==> config.mk <==
export PLATFORM = sky130hd
export DESIGN_NAME = pipe_hazard_ctrl
export DESIGN_NICKNAME = d
export VERILOG_FILES = /design/src/rtl/pipe_hazard_ctrl.sv
export SDC_FILE = /design/constraint.sdc
export NUM_CORES = 1
export LEC_CHECK = 0
export BUFFER_PORTS_ARGS = -buffer_cell sky130_fd_sc_hd__buf_2
export CORE_UTILIZATION = 30
export CTS_CLUSTER_DIAMETER = 150
export DETAILED_ROUTE_END_ITERATION = 8
export SLEW_MARGIN = 20
export SYNTH_ARGS = -nofsm -noshare
export SYNTH_HDL_FRONTEND = slang
export SYNTH_SLANG_ARGS = --single-unit
==> constraint.sdc <==
create_clock -name clk_i -period 3.2 [get_ports clk_i]
set_clock_uncertainty 0.05 [all_clocks]
set_input_delay 0.64 -clock clk_i [delete_from_list [all_inputs] [get_ports clk_i]]
set_output_delay 0.64 -clock clk_i [all_outputs]
set_load 0.05 [all_outputs]
==> src/rtl/pipe_hazard_ctrl.sv <==
// rtl/pipe_hazard_ctrl.sv - pipeline stall/flush sequencer with cache-miss wait FSM
// Optional performance counters built only when PIPE_PERF_CNT_EN is defined.
module pipe_hazard_ctrl #(
  parameter int MEM_TIMEOUT = 1023,
  parameter int CNT_W       = 32
) (
  input  logic             clk_i,
  input  logic             rst_i,
  input  logic             idex_memread_i,
  input  logic [4:0]       idex_rd_i,
  input  logic [4:0]       ifid_rs1_i,
  input  logic [4:0]       ifid_rs2_i,
  input  logic             branch_taken_i,
  input  logic             mem_req_i,
  input  logic             mem_hit_i,
  input  logic             mem_ack_i,
  output logic             pc_write_o,
  output logic             ifid_write_o,
  output logic             ifid_flush_o,
  output logic             idex_bubble_o,
  output logic             mem_stall_o,
  output logic             mem_err_o,
  output logic [CNT_W-1:0] stall_cnt_o,
  output logic [CNT_W-1:0] lu_cnt_o,
  output logic [CNT_W-1:0] flush_cnt_o
);

  localparam int WW = $clog2(MEM_TIMEOUT + 1);
  localparam logic [WW-1:0] TMO = WW'(MEM_TIMEOUT);

  typedef enum logic {RUN = 1'b0, MEM_WAIT = 1'b1} state_t;

  state_t          state_q, state_d;
  logic [WW-1:0]   wait_cnt_q, wait_cnt_d;
  logic            mem_err_q, mem_err_d;
  logic            load_use;
  logic            miss;
  logic            stall;

  always_comb begin
    state_d    = state_q;
    wait_cnt_d = wait_cnt_q;
    mem_err_d  = mem_err_q;
    stall      = 1'b0;
    load_use   = idex_memread_i && (idex_rd_i != 5'd0) &&
                 ((idex_rd_i == ifid_rs1_i) || (idex_rd_i == ifid_rs2_i));
    miss       = (state_q == RUN) && mem_req_i && !mem_hit_i;

    case (state_q)
      RUN: begin
        if (miss) begin
          stall      = 1'b1;
          state_d    = MEM_WAIT;
          wait_cnt_d = '0;
        end
      end
      MEM_WAIT: begin
        if (mem_ack_i) begin
          state_d = RUN;
        end else begin
          stall = 1'b1;
          if (wait_cnt_q != TMO) wait_cnt_d = wait_cnt_q + 1'b1;
          // error flags on the same edge that the wait counter reaches the limit
          if (wait_cnt_d == TMO) mem_err_d = 1'b1;
        end
      end
      default: state_d = RUN;
    endcase

    pc_write_o    = 1'b1;
    ifid_write_o  = 1'b1;
    ifid_flush_o  = 1'b0;
    idex_bubble_o = 1'b0;
    mem_stall_o   = 1'b0;
    if (rst_i) begin
      pc_write_o    = 1'b0;
      ifid_write_o  = 1'b0;
      ifid_flush_o  = 1'b1;
      idex_bubble_o = 1'b1;
    end else if (stall) begin
      pc_write_o   = 1'b0;
      ifid_write_o = 1'b0;
      mem_stall_o  = 1'b1;
    end else if (load_use) begin
      pc_write_o    = 1'b0;
      ifid_write_o  = 1'b0;
      idex_bubble_o = 1'b1;
    end else if (branch_taken_i) begin
      ifid_flush_o = 1'b1;
    end
  end

  always_ff @(posedge clk_i) begin
    if (rst_i) begin
      state_q    <= RUN;
      wait_cnt_q <= '0;
      mem_err_q  <= 1'b0;
    end else begin
      state_q    <= state_d;
      wait_cnt_q <= wait_cnt_d;
      mem_err_q  <= mem_err_d;
    end
  end

  assign mem_err_o = mem_err_q;

`ifdef PIPE_PERF_CNT_EN
  logic [CNT_W-1:0] stall_cnt_q, stall_cnt_d;
  logic [CNT_W-1:0] lu_cnt_q, lu_cnt_d;
  logic [CNT_W-1:0] flush_cnt_q, flush_cnt_d;
  logic             lu_fire, br_fire;

  always_comb begin
    lu_fire     = idex_bubble_o && !rst_i;
    br_fire     = ifid_flush_o && !rst_i;
    stall_cnt_d = stall_cnt_q;
    lu_cnt_d    = lu_cnt_q;
    flush_cnt_d = flush_cnt_q;
    if (mem_stall_o && !(&stall_cnt_q)) stall_cnt_d = stall_cnt_q + 1'b1;
    if (lu_fire && !(&lu_cnt_q))        lu_cnt_d    = lu_cnt_q + 1'b1;
    if (br_fire && !(&flush_cnt_q))     flush_cnt_d = flush_cnt_q + 1'b1;
  end

  always_ff @(posedge clk_i) begin
    if (rst_i) begin
      stall_cnt_q <= '0;
      lu_cnt_q    <= '0;
      flush_cnt_q <= '0;
    end else begin
      stall_cnt_q <= stall_cnt_d;
      lu_cnt_q    <= lu_cnt_d;
      flush_cnt_q <= flush_cnt_d;
    end
  end

  assign stall_cnt_o = stall_cnt_q;
  assign lu_cnt_o    = lu_cnt_q;
  assign flush_cnt_o = flush_cnt_q;
`else
  assign stall_cnt_o = '0;
  assign lu_cnt_o    = '0;
  assign flush_cnt_o = '0;
`endif

endmodule

======== Yosys cells after proc, flatten, opt, wreduce, memory -nomap -nowiden ========
Index checks and enable logic that the tools add are counted.
word-level totals
  output and inout port bits .............. 102
  ROM bits ................................ 0
  bits of input ports ..................... 22
  latch bits .............................. 0
  bits in registers ....................... 12
  word-level logic and storage cells ...... 42
  memories kept ........................... 0
  RAM bits ................................ 0
cells by class
  shift operators ......................... 0
  div/mod/pow operators ................... 0
  bitwise gates (word level) .............. 2
  magnitude comparators ................... 0
  reductions and logical operators ........ 9
  multipliers ............................. 0
  equal/unequal tests ..................... 6
  add/sub/neg operators ................... 1
  multiplexer cells ....................... 21
operators with widths
  kind                                                              number
  10-bit 2-to-1 mux                                                 5
  10-bit case mux with 2 select lines                               1
  1-bit 2-to-1 mux                                                  14
  10-bit by 1-bit adder with 10-bit output (second input constant)  1
  10-bit == test (second input constant)                            1
  5-bit == test                                                     2
  10-bit != test (second input constant)                            1
  5-bit nonzero test                                                1
  1-bit logical AND                                                 4
  2-bit != test (second input constant)                             2
  3-bit AND reduction                                               1
  1-bit inverter                                                    2
  1-bit case mux with 2 select lines                                1
  2-bit AND reduction                                               1
  1-bit zero test                                                   1
  1-bit logical OR                                                  1

======== Depth between registers and ports, before layout ========
Gate-level depths: netlist of the first run.
  word-level depth ........................ 7
  gate-level depth with buffers ........... 7
  depth with buffers taken out ............ 6

======== Worst setup path after synthesis of the first run ========
OpenSTA, ideal clock, no wires.
  path type ............................... input-to-output
  start ................................... input idex_rd_i[1]
  end ..................................... output pc_write_o
  data arrival time ....................... 2.839 ns
  required time ........................... 2.510 ns
  stages on the path ...................... 5
  path buffers ............................ 1
  slack ................................... -0.329 ns
  cells stage by stage .................... or4_1 > o21ai_0 > a21oi_1 > nor3_1 > buf_4
on the way
  longest elaborated chain between the ends .. 6
  elaborated cells on any way between the ends .. 9
  those cells by class .................... 2 x eq/ne; 3 x mux; 4 x reduce/logical
ends and longest elaborated chain
  element                                                RTL line  RTL
  from (decl)                                            10        input logic [4:0] idex_rd_i,
  5-bit == test or 5-bit nonzero test (tied branches)    46, 45
  1-bit logical OR or 1-bit logical AND (tied branches)  46, 45
  1-bit logical AND *                                    45        load_use = idex_memread_i && (idex_rd_i != 5'd0) &&
  1-bit 2-to-1 mux * (3 in series)                       n/a
  to (decl)                                              17        output logic pc_write_o,
Mark *: on every way between the ends. The rest lies on a longest branch, timed or not.

======== Worst setup path after layout of the first run ========
  start ................................... input idex_rd_i[1]
  end ..................................... output ifid_write_o
on the way
  longest elaborated chain between the ends .. 6
  elaborated cells on any way between the ends .. 9
  those cells by class .................... 2 x eq/ne; 3 x mux; 4 x reduce/logical
ends and longest elaborated chain
  element                                                RTL line  RTL
  5-bit == test or 5-bit nonzero test (tied branches)    46, 45
  1-bit logical OR or 1-bit logical AND (tied branches)  46, 45
  1-bit logical AND *                                    45
  1-bit 2-to-1 mux *                                     84        end else if (load_use) begin
  1-bit 2-to-1 mux *                                     80        end else if (stall) begin
  1-bit 2-to-1 mux *                                     75        if (rst_i) begin
  to (decl)                                              18        output logic ifid_write_o,
Marked as above.

==> out/metrics.yaml, run 1 <==
synth:
  synthCells: 213
  synth-main-ff-cell: "dfxtp_1"
  synthArstFlopShare_pct: 0
  syn-mean-instance-area_sq_um: 7.58
  yosys_warnings: 0
  synthesis.area_sq_mm: 0.00161
  synth_edf_count: 0
  synth_cell_types: 36
  synth_seq_area_share_pct: 14.9
  synth-seq-cells: 12
clock_network:
  clk_latency_ns: 0.24
  clk_pin_slew_ns: 0.05
  cts_setup_buffers: 0
  postCtsHoldBufs: 0
  numCtsBuffers: 3
  cts.sinks: 12
  cts_max_level: 1
  clock_path_buffers: 2
  cts-root-buf: "clkbuf_8"
  cts_tree: "done"
  cts-resized-gates: 0
placement:
  hpwl_microns: 2100
  routabilityCongestion: 0.857
  dp.cells: 301
  numPortBuffers: 27
drt:
  drcViolationCount: 0
  wl_microns: 2600
  vias: 1164
  drtIter0Drc: 58
  antenna_left: 0
  detail_route.vias_per_cell: 3.82
  wl_per_cell_microns: 8.51
  firstDrtPassIters: 4
critical_path:
  cpPeakStageDelay_ns: 0.50
  start_kind: "primary input"
  r2r_slack_ns: 1.15
  cp_common_cell: "buf_2"
  worstSetupPathType: "primary input to primary output"
  crit_chain: "buf_2 -> or4_1 -> o21ai_0 -> a21oi_1 -> nor3_2 -> buf_2"
  slowest_stage: "or4_1"
  cp_max_fo: 3
  critPathRequiredTime_ns: 2.51
  cp.arrival_ns: 1.96
  cp_num_buf_inv: 2
  end_kind: "primary output"
  cp_top_family: "simple AND/OR/NAND/NOR gates"
finish:
  diodes: 0
  final_cell_count_no_fill: 305
  layout-drive-gt1-share_pct: 16.6
  areaGrowthSynthToFinish_pct: -7.21
  regArea_sq_um: 240
  multiInputGateArea_sq_um: 968
  final_cell_mix: "conb_1, buf_2, nor2_1, dfxtp_1, a21oi_1"
  final_nets: 259
  layout_commonest_cell: "conb_1"
  n_fill_cell: 592
global_route:
  antenna_found_initial: 0
  grt_max_degree: 18
  grt_pass1_vias: 914
  grt_pass1_wl_microns: 4020
  grt.total_usage_pct: 9.24
  grt_overflow: 0
floorplan:
  top_level_ports: 124
  die_width_microns: 75.4
  core_sq_mm: 0.00514
  rows: 26
  floorplan.initialDensity_pct: 31.4
  dieArea_sq_mm: 0.00568
  fp.dieH_microns: 75.4
job:
  drv_cap: 0
pwr:
  vdd_drop_max_v: 0.000125
  powerDensity_mw_per_mm2: 425
  total_leakage_power_uw: 0.000716
timing:
  period_minus_slack_ns: 2.65
  max_slew_margin_pct: 49.7
  whs_ns: 0.426
  maxSlewViolCount: 0
  hold_viol: 0
  worstMarginPinSlew_ns: 0.753
  setup_violations: 0
  rsz0062_at_grt: "false"
  tns_ns: 0
  max_freq_ghz: 0.377
  min_period_over_period_pct: 82.8
hold_path:
  holdCritPathClass: "flip-flop to flip-flop"
outcome:
  status: "finished, final reports clean"
layer usage:
metal	vias up	global-route usage, %	wire length, microns
met5	-	0	0
met4	0	3.70	31
met3	2	1.98	214
met2	73	16.2	1270
met1	523	11.0	1080
li1	566	-	-
final cells by class:
type | count | share of cell area, %
Sequential cell | 12 | 16.0
Inverter | 3 | 0.752
Multi-Input combinational cell | 189 | 64.7
Tap cell | 70 | 5.85
Timing Repair Buffer | 27 | 9.02
Clock buffer | 4 | 3.68
report_power, final:
part | internal (uW) | switching, uW | total [uW]
clock | 109 | 59.1 | 168
sequential | 151 | 1.13 | 152
combinational | 26.4 | 290 | 316
total | 286 | 350 | 636
cell families (layout without fill, tap and decap cells):
family,count (synthesis),after routing,synth area share [%]
other cells,1,96,0.232
xor+xnor,10,10,5.43
mux,2,2,1.32
simple gates,45,45,16.0
buf+inv,107,34,47.5
flops,12,12,14.9
compound gates,35,35,13.8
fa+ha+maj,1,1,0.775
tightest hold or removal path, delay by kind of cell, from the launching register on:
kind            cells  cell delay [ns]
flops               1             0.31
buf+inv             1             0.06
compound gates      1             0.06
flip-flops by register name, summed over array words and instances, names as in the netlist:
name        cells
mem_err_o       1
state_q         1
wait_cnt_q     10
through the flow:
stage	area [sq um]	setup slack, ns	power, uW	utilization, %
final	1500	0.550	636	29.1
after global routing	1500	0.400	666	29.1
after CTS	1500	0.526	641	29.1
after detailed placement	1440	0.522	470	28.1
after global placement	1440	0.525	469	28.1
after floorplan	1980	0.164	539	-
worst paths after layout:
kind                 start      endpoint  depth (start not counted)
max reg2reg  wait_cnt_q[0]     mem_err_o                          6
min reg2reg      mem_err_o     mem_err_o                          2
min              mem_err_o     mem_err_o                          2
max           idex_rd_i[1]  ifid_write_o                          6
synth_stat cells, types with 2 or more instances:
cell	n	area, sq um
buf_4	97	728
dfxtp_1	12	240
nor2_1	12	45.0
a21oi_1	11	55.1
o21ai_0	10	50.1
nand2_1	8	30.0
nor3_1	8	40.0
clkbuf_1	6	22.5
xor2_1	6	52.6
nand3_1	5	25.0
xnor2_1	4	35.0
a211oi_1	3	22.5
inv_1	3	11.3
a21o_1	2	15.0
nand2b_1	2	12.5
nand4_4	2	42.5
nor4_1	2	12.5
or4_1	2	15.0
(Power assumes the default switching activity.)
==> run 2: changes to the inputs <==
Clock period 3.2 ns to 2.56 ns, I/O delays scaled along.
==> out/metrics.yaml, run 2 (same netlist as run 1, synthesis figures left out) <==
outcome:
  status: "finished, final reports clean"
global_route:
  grt_overflow: 0
  antenna_found_initial: 0
  grt.total_usage_pct: 9.21
  grt_pass1_vias: 952
  grt_max_degree: 18
  grt_pass1_wl_microns: 4080
timing:
  worstMarginPinSlew_ns: 0.512
  hold_viol: 0
  rsz0062_at_grt: "false"
  maxSlewViolCount: 0
  period_minus_slack_ns: 2.45
  max_freq_ghz: 0.408
  tns_ns: 0
  setup_violations: 0
  max_slew_margin_pct: 65.7
  min_period_over_period_pct: 95.8
critical_path:
  worstSetupPathType: "primary input to primary output"
  end_kind: "primary output"
  cp.arrival_ns: 1.89
  cp_max_fo: 3
  critPathRequiredTime_ns: 2.00
  start_kind: "primary input"
floorplan:
  die_width_microns: 75.4
  rows: 26
  core_sq_mm: 0.00514
  floorplan.initialDensity_pct: 31.4
  fp.dieH_microns: 75.4
  top_level_ports: 124
  dieArea_sq_mm: 0.00568
clock_network:
  postCtsHoldBufs: 0
  cts_tree: "done"
  cts-resized-gates: 0
  clk_latency_ns: 0.24
  numCtsBuffers: 3
  cts-root-buf: "clkbuf_8"
  cts_max_level: 1
  clock_path_buffers: 2
  clk_pin_slew_ns: 0.05
  cts.sinks: 12
  cts_setup_buffers: 0
pwr:
  combPwrFrac_pct: 52.7
  switching_share_pct: 56.8
  total_leakage_power_uw: 0.000727
  seqPwrFrac_pct: 24.9
  p_switching_uw: 434
  vdd_drop_max_v: 0.000142
  power.share.clock_pct: 22.4
  power.internal_uw: 330
  powerDensity_mw_per_mm2: 502
drt:
  wl_per_cell_microns: 8.63
  detail_route.vias_per_cell: 3.79
  vias: 1162
  firstDrtPassIters: 4
  wl_microns: 2650
  antenna_left: 0
  drcViolationCount: 0
  drtIter0Drc: 63
finish:
  multiInputGateArea_sq_um: 982
  final_nets: 262
  final_util_pct: 29.6
  largest_reg_flops: 10
  stdcell_area_sq_mm: 0.00152
  layout_commonest_cell: "conb_1"
  diodes: 0
  top_register: "wait_cnt_q"
  layout-drive-gt1-share_pct: 18.1
  areaGrowthSynthToFinish_pct: -5.81
  final_cell_mix: "conb_1, buf_2, nor2_1, dfxtp_1"
  regArea_sq_um: 240
  n_fill_cell: 595
placement:
  hpwl_microns: 2110
  placedInstanceArea_sq_mm: 0.00148
  routabilityCongestion: 0.788
  numPortBuffers: 27
hold_path:
  holdCritPathClass: "flip-flop to flip-flop"
job:
  drv_cap: 0
-- run 2: changes by cell type in the layout (fill, tap and decap cells not counted), sizes merged --
cell / previous run / this run
clkbuf: 4 / 3
buf: 27 / 30
-- run 2: worst paths after layout --
path                      start    endpoint  slack [ns]  cells after the start
setup / recovery   idex_rd_i[1]  pc_write_o        0.11                      6
hold / removal        mem_err_o   mem_err_o        0.42                      2
setup reg to reg  wait_cnt_q[0]   mem_err_o        0.50                      6
hold reg to reg       mem_err_o   mem_err_o        0.42                      2
-- run 2: power groups by stage --
| stage | registers [uW] | logic [uW] | clock network [uW] |
|---|---|---|---|
| 3_3_place_gp | 194 | 400 | 0 |
| 3_5_place_dp | 194 | 400 | 0 |
| 2_1_floorplan | 193 | 482 | 0 |
| 5_1_grt | 190 | 425 | 185 |
| 4_1_cts | 190 | 401 | 176 |
| 6_report | 190 | 403 | 171 |
-- run 2: through the flow --
step	hold WS, ns	power [uW]	cells	setup slack (ns)
6_report	0.415	764	307	0.108
5_1_grt	0.448	800	307	0.0391
4_1_cts	0.421	766	307	0.0951
3_5_place_dp	0.404	594	304	0.100
3_3_place_gp	0.407	594	304	0.114
2_1_floorplan	0.467	676	308	-0.00813
-- run 2: worst max-delay path, cell delays in order --
cell     delay [ns]
buf_2          0.12
or4_1          0.52
o21ai_0        0.22
a21oi_2        0.09
nor3_4         0.13
buf_2          0.29
-- run 2: layout make-up --
| cell class | count | share of cell area [%] |
|---|---|---|
| Multi-Input combinational cell | 189 | 64.6 |
| Tap cell | 70 | 5.76 |
| Sequential cell | 12 | 15.8 |
| Inverter | 3 | 0.741 |
| Timing Repair Buffer | 30 | 10.4 |
| Clock buffer | 3 | 2.72 |
-- run 2: per-layer routing --
| metal | GRT usage (%) | up-vias | wire length, microns | part of all wire, % |
|---|---|---|---|---|
| met3 | 1.46 | 4 | 169 | 6.4 |
| met5 | 0 | - | 0 | 0 |
| li1 | - | 570 | - | - |
| met1 | 10.6 | 527 | 1100 | 41 |
| met4 | 3.70 | 0 | 40 | 1.5 |
| met2 | 17.0 | 61 | 1340 | 51 |
